File: src/rtl/tv80_regctl.sv
// TV80 register-port controller: logical->physical pair mapping (EXX / EX DE,HL),
// port-A write mux, and the block-instruction pair-update sequencer.

module tv80_regctl_map (
  input  logic [2:0] sel,
  input  logic       alt,
  input  logic [1:0] swap,
  output logic [2:0] phys
);
  always_comb begin
    phys = sel;
    if (sel < 3'd3) begin
      // DE<->HL swap: ~01 = 10 and ~10 = 01, BC (00) is never swapped
      if (swap[alt] && sel[1:0] != 2'd0) phys = {alt, ~sel[1:0]};
      else                                phys = {alt, sel[1:0]};
    end
  end
endmodule

module tv80_regctl (
  input  logic        clk,
  input  logic        reset_n,
  input  logic        cen,
  input  logic [2:0]  sel_a,
  input  logic [2:0]  sel_b,
  input  logic [2:0]  sel_c,
  input  logic        wr_h,
  input  logic        wr_l,
  input  logic [15:0] wr_data,
  input  logic [15:0] doa,
  input  logic        exx,
  input  logic        ex_dehl,
  input  logic        blk_start,
  input  logic [1:0]  blk_mode,
  output logic [2:0]  AddrA,
  output logic [2:0]  AddrB,
  output logic [2:0]  AddrC,
  output logic [7:0]  DIH,
  output logic [7:0]  DIL,
  output logic        WEH,
  output logic        WEL,
  output logic        CEN,
  output logic        blk_busy,
  output logic        blk_done,
  output logic        bc_zero,
  output logic        wr_drop
);

  typedef enum logic [2:0] {IDLE, S_BC, S_DE, S_HL, DONE} state_t;

  state_t            state;
  logic              alt;
  logic [1:0]        swap;
  logic              seq_wr;
  logic [2:0]        pair;
  logic              dec;
  logic [15:0]       res;
  logic [2:0][2:0]   sel_v;
  logic [2:0][2:0]   phys_v;

  assign blk_busy = (state != IDLE);
  assign blk_done = (state == DONE);
  assign seq_wr   = (state == S_BC) || (state == S_DE) || (state == S_HL);
  assign CEN      = cen;

  always_comb begin
    pair = 3'd0;
    case (state)
      S_DE:    pair = 3'd1;
      S_HL:    pair = 3'd2;
      default: pair = 3'd0;
    endcase
  end

  // BC always counts down; DE/HL direction comes from blk_mode[0]
  assign dec = (state == S_BC) || blk_mode[0];
  assign res = dec ? (doa - 16'd1) : (doa + 16'd1);

  assign sel_v[0] = seq_wr ? pair : sel_a;
  assign sel_v[1] = sel_b;
  assign sel_v[2] = sel_c;

  for (genvar i = 0; i < 3; i++) begin : g_map
    tv80_regctl_map u_map (
      .sel  (sel_v[i]),
      .alt  (alt),
      .swap (swap),
      .phys (phys_v[i])
    );
  end

  assign AddrA = phys_v[0];
  assign AddrB = phys_v[1];
  assign AddrC = phys_v[2];

  always_comb begin
    {DIH, DIL} = wr_data;
    WEH        = wr_h;
    WEL        = wr_l;
    if (seq_wr) begin
      {DIH, DIL} = res;
      WEH        = 1'b1;
      WEL        = 1'b1;
    end else if (blk_busy) begin
      WEH = 1'b0;
      WEL = 1'b0;
    end
  end

  always_ff @(posedge clk or negedge reset_n) begin
    if (!reset_n) begin
      state   <= IDLE;
      alt     <= 1'b0;
      swap    <= 2'b00;
      bc_zero <= 1'b0;
      wr_drop <= 1'b0;
    end else begin
      wr_drop <= cen && blk_busy && (wr_h || wr_l);
      if (cen) begin
        case (state)
          IDLE: begin
            if (exx)       alt       <= ~alt;
            if (ex_dehl)   swap[alt] <= ~swap[alt];
            if (blk_start) state     <= S_BC;
          end
          S_BC: begin
            bc_zero <= (res == 16'h0000);
            state   <= blk_mode[1] ? S_HL : S_DE;
          end
          S_DE:    state <= S_HL;
          S_HL:    state <= DONE;
          DONE:    state <= IDLE;
          default: state <= IDLE;
        endcase
      end
    end
  end

endmodule

File: config.mk
export PLATFORM = sky130hd
export DESIGN_NAME = tv80_regctl
export DESIGN_NICKNAME = d
export VERILOG_FILES = /design/src/rtl/tv80_regctl.sv
export SDC_FILE = /design/constraint.sdc
export NUM_CORES = 1
export LEC_CHECK = 0
export ABC_AREA = 1
export BUFFER_PORTS_ARGS = -buffer_cell sky130_fd_sc_hd__buf_2
export CAP_MARGIN = 20
export CORE_MARGIN = 1
export CORE_UTILIZATION = 53
export DETAILED_ROUTE_END_ITERATION = 8
export PLACE_DENSITY = 0.88
export SLEW_MARGIN = 20
export SYNTH_ARGS = -nofsm -noshare
export SYNTH_HDL_FRONTEND = slang
export SYNTH_HIERARCHICAL = 1
export SYNTH_SLANG_ARGS = --single-unit
export TNS_END_PERCENT = 10
File: constraint.sdc
create_clock -name clk -period 4.7 [get_ports clk]
set_clock_uncertainty 0.15 [all_clocks]
set_input_delay 0.47 -clock clk [delete_from_list [all_inputs] [get_ports clk]]
set_output_delay 0.47 -clock clk [all_outputs]
set_load 0.05 [all_outputs]
==> results of run 1 <==
-- power by group through the flow --
stage	clock (uW)	sequential, uW	combinational, uW
CTS	53.5	149	1690
detailed placement	0	150	1680
global placement	0	148	1670
finish	52.9	150	1700
global route	59.5	157	1840
floorplan	0	146	1350
-- area by class of cell --
| type | instances | area, sq um |
|---|---|---|
| clock buffer | 3 | 22.5 |
| inverter | 64 | 240 |
| multi-input combinational | 279 | 1450 |
| tap | 46 | 57.6 |
| fill | 309 | 990 |
| timing repair buffer | 84 | 428 |
| sequential | 8 | 200 |
-- state kept, by name (all words and copies together), names as in the netlist --
name and flops:
bc_zero 1, swap 2, alt 1, state 3, wr_drop 1
-- cells in the final DEF (no fill, tap or decap), types with 2 or more instances in the layout --
cell,synthesis,routed
a21oi_1,13,13
a31oi_1,5,5
buf_2,3,82
clkbuf_4,0,3
dfrtp_1,8,8
ha_1,17,17
inv_1,62,62
inv_2,2,2
nand2_1,134,134
nand2_2,8,8
nand3_1,25,25
nand3_2,6,6
nand3b_1,4,4
nand4_1,4,4
nor2_1,32,32
nor2_2,4,4
nor3_1,2,2
o21ai_0,13,13
xnor2_1,2,2
xor2_1,2,2
-- routing by layer --
layer / share of wire [%] / wire length (um) / global-route usage, % / up-vias
li1: - / - / - / 1279
met1: 46 / 2350 / 32.2 / 1016
met2: 47 / 2440 / 52.1 / 77
met3: 4.8 / 245 / 3.13 / 17
met4: 2.3 / 121 / 9.01 / 0
met5: 0 / 0 / 0 / -
-- through the flow --
stage	area [sq um]	power (uW)	setup WS [ns]	utilization [%]
floorplan	1910	1490	1.19	-
global placement	2370	1820	1.56	69.8
detailed placement	2370	1830	1.52	69.8
CTS	2400	1890	1.24	70.8
global route	2400	2060	0.983	70.8
finish	2400	1900	1.20	70.8
-- cell families (layout without fill, tap and decap cells) --
family / after synthesis / in the layout / share of synthesized area, %
simple gates: 220 / 220 / 50.1
compound gates: 36 / 36 / 10.9
buf+inv: 68 / 151 / 13.7
xor+xnor: 5 / 5 / 2.68
flops: 8 / 8 / 10.5
fa+ha+maj: 18 / 18 / 12.2
-- final timing paths --
kind	end	slack, ns	depth (start not counted)
hold reg to reg	bc_zero	0.33	2
setup reg to reg	bc_zero	1.92	16
min in group asynchronous	swap[1]	0.46	2
max in group asynchronous	bc_zero	3.76	2
hold / removal	wr_drop	0.32	3
setup / recovery	DIH[4]	1.20	13
-- worst reg2reg max path, cell delays in order (launching register included) --
cell and delay (ns):
dfrtp_1 0.46, inv_2 0.13, nand3_2 0.10, nand2_2 0.34
inv_1 0.11, fa_1 0.40, inv_1 0.10, nand3_1 0.09
nand2_1 0.15, nand2_1 0.08, nand3_1 0.09, nand2_1 0.09
nor2_1 0.09, nand2_1 0.07, nor2_1 0.12, nand3_1 0.08
nand2_1 0.06
==> metrics.cfg, run 1 <==
[run_status]
run_status=completed

[final_layout]
n_antenna_cell=0
nNetsFinal=509
syn_to_final_growth_pct=25.4
drive_above_1_share_pct=25.1
final_cells=484

[logic_synthesis]
synth_area_sq_mm=0.00191
syn_avg_cell_area_sq_um=5.39
synthCells=355
synth_common_cells=nand2_1, inv_1, nor2_1
synth-edff-count=0
yosys_warnings=6
syn_nets=424
ys_seq_area_share_pct=10.5
async_flop_share_pct=100
yosys.area.top_type_share_pct=26.3
ys.flop_type=dfrtp_1
yosysMostFrequentCell=nand2_1
synth-seq-cells=8
yosys-top-cells-area=nand2_1, inv_1, ha_1
yosysTopAreaCell=nand2_1
synth.distinct_cells=28

[place]
dp_hpwl_um=4360
dp_cells=480
routabilityCongestion=1.01
io_buffers=82

[sta]
worst_hold_slack_ns=0.320
maxSlewViolCount=0
rsz0062_at_grt=false
worst_slew_pin_slew_ns=0.600
hold_viol_final=0
max-slew-margin-rel_pct=59.9
max_freq_mhz=286
fin_crit_sh_pct=74.4
setup_violations=0
period_minus_slack_ns=3.50
setup_tns_ns=0

[clock_network]
clkTransAtPathRegs_ns=0.05
clk-insertion-delay-late_ns=0.25
cts_root_buffer=clkbuf_4
post_cts_buffers=0
cts_tree=done
h-tree-depth=1
cts_hold_repair.buffers=1
cts_buffers=3
clkSinkCount=8
ctsResizeCount=0
clockBufferDepth=2

[die]
start_util_pct=56.5
dieArea_sq_mm=0.00386
pin_count=83
die_w_um=62.1
die_h_um=62.1
core.rowCount=21
coreArea_sq_mm=0.00339

[grt]
antenna_found_initial=0
grt_overflow=0
track_usage_pct=27.7
grt_pass1_vias=2223
grt_max_degree=25
grt_pass1_wl_um=8850

[run]
cap_violations=0

[route]
drt-total-wl_um=5150
vias=2389
ant_nets=0
wl_per_cell_um=10.6
vias_per_cell=4.94
drc_errors=0
drt_iter0_drc=111
first_pass_iters=4

[power_and_ir_drop]
netSwitchingFraction_pct=71.0
peakVddDrop_mv=0.485
seqPwrFrac_pct=7.9
powerDensity_mw_per_mm2=792
p_comb_share_pct=89.3
p_int_uw=550
p_sw_uw=1350
clkPwrFrac_pct=2.8
leakage_uw=0.00151

[critical_path]
cp_slowest_stage_delay_ns=0.46
crit_path_start_kind=flop
required_ns=4.08
worstPathMaxFanout=18
cp-end-kind=primary output
cp.arrival_ns=2.88
startpoint=state[2]
worstPathBufferInverterCount=4
timing.rr.start=state[2]
crit_type=flop to primary output
crit_chain=inv_2, nand3_2, nand2_2, inv_1, fa_1, inv_1, nand3_1, nand2_1, nand3_1, nand4_1, nand2_1, o21ai_0, buf_2
slowest_stage=dfrtp_1
crit_family=simple AND/OR/NAND/NOR gates

[hold_path]
hold_path_class=input port to flop
min_from=wr_l

Note: power is estimated with default switching activity, not from simulation.
==> run 2: changes to the inputs <==
- CORE_UTILIZATION: 53 -> 44
- PLACE_DENSITY: 0.88 -> 0.78
- clock period: 4.7 -> 3.05 ns (I/O delays scaled with it)
==> run 2 against run 1 <==
Combinational power rose by 61%. Sequential power up 53%. Worst setup slack got worse by 1.1 ns. Flip-flop and latch count unchanged.
==> metrics.cfg, run 2 (synthesized netlist as in run 1, its figures left out) <==
[run_status]
run_status=completed

[place]
io_buffers=82
dp_cells=485
place_area_sq_mm=0.00238
pre_cts_slack_ns=0.115
routabilityCongestion=0.868
dp_hpwl_um=4430

[route]
drc_errors=0
first_pass_iters=4
vias_per_cell=4.93
drt_iter0_drc=102
wl_per_cell_um=11.1
drt-total-wl_um=5430
vias=2421
ant_nets=0

[grt]
grt_overflow=0
antenna_found_initial=0
grt_pass1_wl_um=8170
grt_max_degree=25
track_usage_pct=23.0
grt_pass1_vias=1969

[final_layout]
regMostFlops=state
nNetsFinal=512
drive_above_1_share_pct=28.3
utilization_pct=62.4
final_common_cell=nand2_1
n_antenna_cell=0
largest_reg_flops=3
layout_common_cells=nand2_1, buf_2, inv_1
design_area_sq_mm=0.00255
syn_to_final_growth_pct=33.2
final_cells=491
reg_top3=state x3, swap x2

[power_and_ir_drop]
peakVddDrop_mv=1.06
p_sw_uw=2120
seqPwrFrac_pct=7.4
powerDensity_mw_per_mm2=1220
p_comb_share_pct=88.4
leakage_uw=0.00154
netSwitchingFraction_pct=68.4
clkPwrFrac_pct=4.2
p_int_uw=978

[die]
start_util_pct=46.8
core.rowCount=23
coreArea_sq_mm=0.00409
dieArea_sq_mm=0.00462
die_w_um=68.0
die_h_um=68.0
pin_count=83

[clock_network]
cts_root_buffer=clkbuf_8
h-tree-depth=1
cts_buffers=3
clockBufferDepth=2
clkSinkCount=8
cts_tree=done
clkTransAtPathRegs_ns=0.04
clk-insertion-delay-late_ns=0.23

[critical_path]
cp.arrival_ns=2.50
crit_type=flop to primary output
crit_path_start_kind=flop
crit_chain=nand3_4, nand2_4, ha_4, nand2_2, inv_1, nand3_1, nor3_1, nand2_1, nand2_1, nand2_1, a31oi_1, buf_4
crit_top_cell=nand2_1
slowest_stage=dfrtp_2
cp_slowest_stage_delay_ns=0.45
required_ns=2.59
worstPathMaxFanout=9
cp-end-kind=primary output

[sta]
worst_slew_pin_slew_ns=0.611
maxSlewViolCount=0
hold_viol_final=0
rsz0062_at_grt=true
worst_hold_slack_ns=0.195
worst_slack_ns=0.0980
setup_violations=0
max_freq_mhz=339
fin_crit_sh_pct=96.8
max-slew-margin-rel_pct=59.2
period_minus_slack_ns=2.95

[run]
cap_violations=0

[hold_path]
hold_path_class=input port to flop

-- run 2: final cells by class --
type,instances,area [sq um]
Tap cell,50,62.6
Timing Repair Buffer,86,455
Clock buffer,3,41.3
Sequential cell,8,203
Fill cell,425,1540
Inverter,64,240
Multi-Input combinational cell,280,1550
-- run 2: final timing paths --
check                         start        to  slack, ns  cells past startpoint
max in group asynchronous   reset_n  state[0]       2.25                      2
hold / removal                 wr_h   wr_drop       0.19                      3
setup / recovery           state[0]    DIH[7]        0.1                     12
setup reg to reg           state[1]   bc_zero       0.60                     16
min in group asynchronous   reset_n   wr_drop       0.31                      2
hold reg to reg             bc_zero   bc_zero       0.35                      2
-- run 2: timing repair --
action                                  in CTS  in global routing
pin swaps                                    0                  1
hold buffers                                 1                  0
gates cloned                                 0                  1
endpoints found under the setup margin       8                 12
hold endpoints to repair                     8                  0
gates resized for setup                      2                 23
setup buffers                                0                  1
-- run 2: metrics by stage --
step	TNS, ns	total power, uW
2_1_floorplan	-1.15	2300
3_3_place_gp	0	2810
3_5_place_dp	0	2840
4_1_cts	0	2990
5_1_grt	-0.111	3380
6_report	0	3100
-- run 2: layer usage --
metal	routed length, um	global-route usage, %
met5	0	0
met4	10	3.13
met3	349	4.50
met2	2590	41.2
met1	2480	28.9
-- run 2: worst max-delay path, delay by kind of cell (launching register included) --
kind	cells	cell delay, ns
buffers and inverters	2	0.30
adders and majority gates	1	0.35
and+or+nand+nor	8	0.97
DFF	1	0.45
AOI/OAI and AO/OA	1	0.20
-- run 2: power groups by stage --
stage | sequential (uW) | combinational (uW) | clock [uW]
after floorplan | 225 | 2080 | 0
after detailed placement | 224 | 2620 | 0
after CTS | 223 | 2640 | 130
final | 229 | 2740 | 130
after global placement | 221 | 2590 | 0
after global routing | 241 | 3000 | 137
==> run 3: changes to the inputs <==
- SETUP_SLACK_MARGIN: unset -> 0.1
==> run 3 against run 2 <==
Via count increased by 4.7%. Sequential share of layout area decreased by 0.87 points. Routed wire length increased by 13%. Die area unchanged.
==> metrics.cfg, run 3 (synthesized netlist as in run 1, its figures left out) <==
[sta]
fin_crit_sh_pct=97.9
maxSlewViolCount=0
max-slew-margin-rel_pct=56.5
max_freq_mhz=335
period_minus_slack_ns=2.98
worst_hold_slack_ns=0.192
worst_slew_pin_slew_ns=0.651
rsz0062_at_grt=true
hold_viol_final=0
setup_violations=0

[grt]
antenna_found_initial=0
grt_max_degree=25
grt_pass1_wl_um=8100
grt_overflow=0
grt_pass1_vias=1936
track_usage_pct=23.0

[route]
drc_errors=0
drt-total-wl_um=6160
wl_per_cell_um=12.4
vias=2535
drt_iter0_drc=99
first_pass_iters=4
vias_per_cell=5.10
ant_nets=0

[die]
die_h_um=68.0
start_util_pct=46.8
core.rowCount=23
dieArea_sq_mm=0.00462
coreArea_sq_mm=0.00409
die_w_um=68.0
pin_count=83

[critical_path]
crit_type=flop to primary output
cp-end-kind=primary output
worstPathMaxFanout=5
crit_path_start_kind=flop
timing.rr.start=state[1]
cp.arrival_ns=2.53
startpoint=state[1]
required_ns=2.59

[clock_network]
clkTransAtPathRegs_ns=0.04
clockBufferDepth=2
clk-insertion-delay-late_ns=0.23
h-tree-depth=1
clkSinkCount=8
cts_tree=done
cts_buffers=3
cts_root_buffer=clkbuf_8

[hold_path]
hold_path_class=input port to flop
min_from=wr_l

[final_layout]
syn_to_final_growth_pct=48.7
reg_top3=state x3, swap x2
fillerInstances=375
regMostFlops=state
largest_reg_flops=3
n_antenna_cell=0
utilization_pct=69.7
final_common_cell=nand2_1
drive_above_1_share_pct=36.0
layout_common_cells=nand2_1, buf_2, inv_1
design_area_sq_mm=0.00285
nNetsFinal=518
final_cells=497

[run]
cap_violations=0

[power_and_ir_drop]
leakage_uw=0.00159
peakVddDrop_mv=0.968
powerDensity_mw_per_mm2=1200

[place]
dp_hpwl_um=4370
place_area_sq_mm=0.00238
dp_cells=485
routabilityCongestion=0.914
io_buffers=82

[run_status]
run_status=completed

[run 3: changes by cell type in the layout (fill, tap and decap cells not counted), moves of 5 or more]
| cell | delta |
|---|---|
| ha_4 | +9 |
| ha_1 | -8 |
| buf_4 | +5 |
| nand2_1 | -5 |
| nand2_2 | +5 |
| nand3_1 | -5 |
[run 3: power breakdown]
group	internal, uW	switching [uW]	leakage, uW
sequential	151	76.4	0.0000978
combinational	890	2160	0.00147
clock	85.7	43.8	0.0000216
[run 3: per-layer routing]
metal / share of wire (%) / global-route usage, % / wire length, um
met4: 1.4 / 6.51 / 86
met5: 0 / 0 / 0
met3: 6.5 / 4.33 / 397
met1: 41 / 29.9 / 2540
met2: 51 / 38.4 / 3130
[run 3: area by class of cell]
| class | count | area [sq um] | area share, % |
|---|---|---|---|
| repair buffers | 91 | 509 | 17.9 |
| well taps | 50 | 62.6 | 2.20 |
| flip-flops and latches | 8 | 201 | 7.08 |
| inverters | 64 | 240 | 8.44 |
| multi-input cells | 281 | 1790 | 62.9 |
| clock buffers | 3 | 41.3 | 1.45 |
[run 3: timing repair]
action	in CTS	in global routing
endpoints found under the setup margin	12	12
hold buffers	1	0
gates resized for setup	6	64
cloned	1	1
endpoints found under the hold margin	8	0
pin swaps	1	18
setup buffers	1	5
[run 3: worst max-delay path, cell delays in order, from the launching register on]
cell and delay (ns):
dfrtp_1 0.41, inv_2 0.11, nand3_4 0.20, nand2_8 0.17, ha_2 0.32, nand2_2 0.11, inv_1 0.06, nand2_1 0.06
nand2_1 0.10, a21oi_2 0.19, nand2_1 0.08, nand2_1 0.06, nand2_1 0.08, o21ai_1 0.17, buf_6 0.19
[run 3: worst paths after layout]
check                            to  slack (ns)  cells after the start
max reg2reg                 bc_zero        0.53                     15
min reg2reg                 bc_zero        0.33                      2
min in group asynchronous   swap[1]        0.31                      2
max in group asynchronous  state[0]        2.24                      2
max                          DIH[5]        0.07                     14
min                         wr_drop        0.19                      3
[run 3: stage by stage]
stage | power [uW] | TNS (ns) | setup WS, ns
finish | 3410 | 0 | 0.0651
detailed placement | 2850 | 0 | 0.0847
floorplan | 2310 | -0.891 | -0.239
global placement | 2820 | 0 | 0.109
global route | 3660 | -0.0849 | -0.0656
CTS | 3050 | 0 | 0.0746
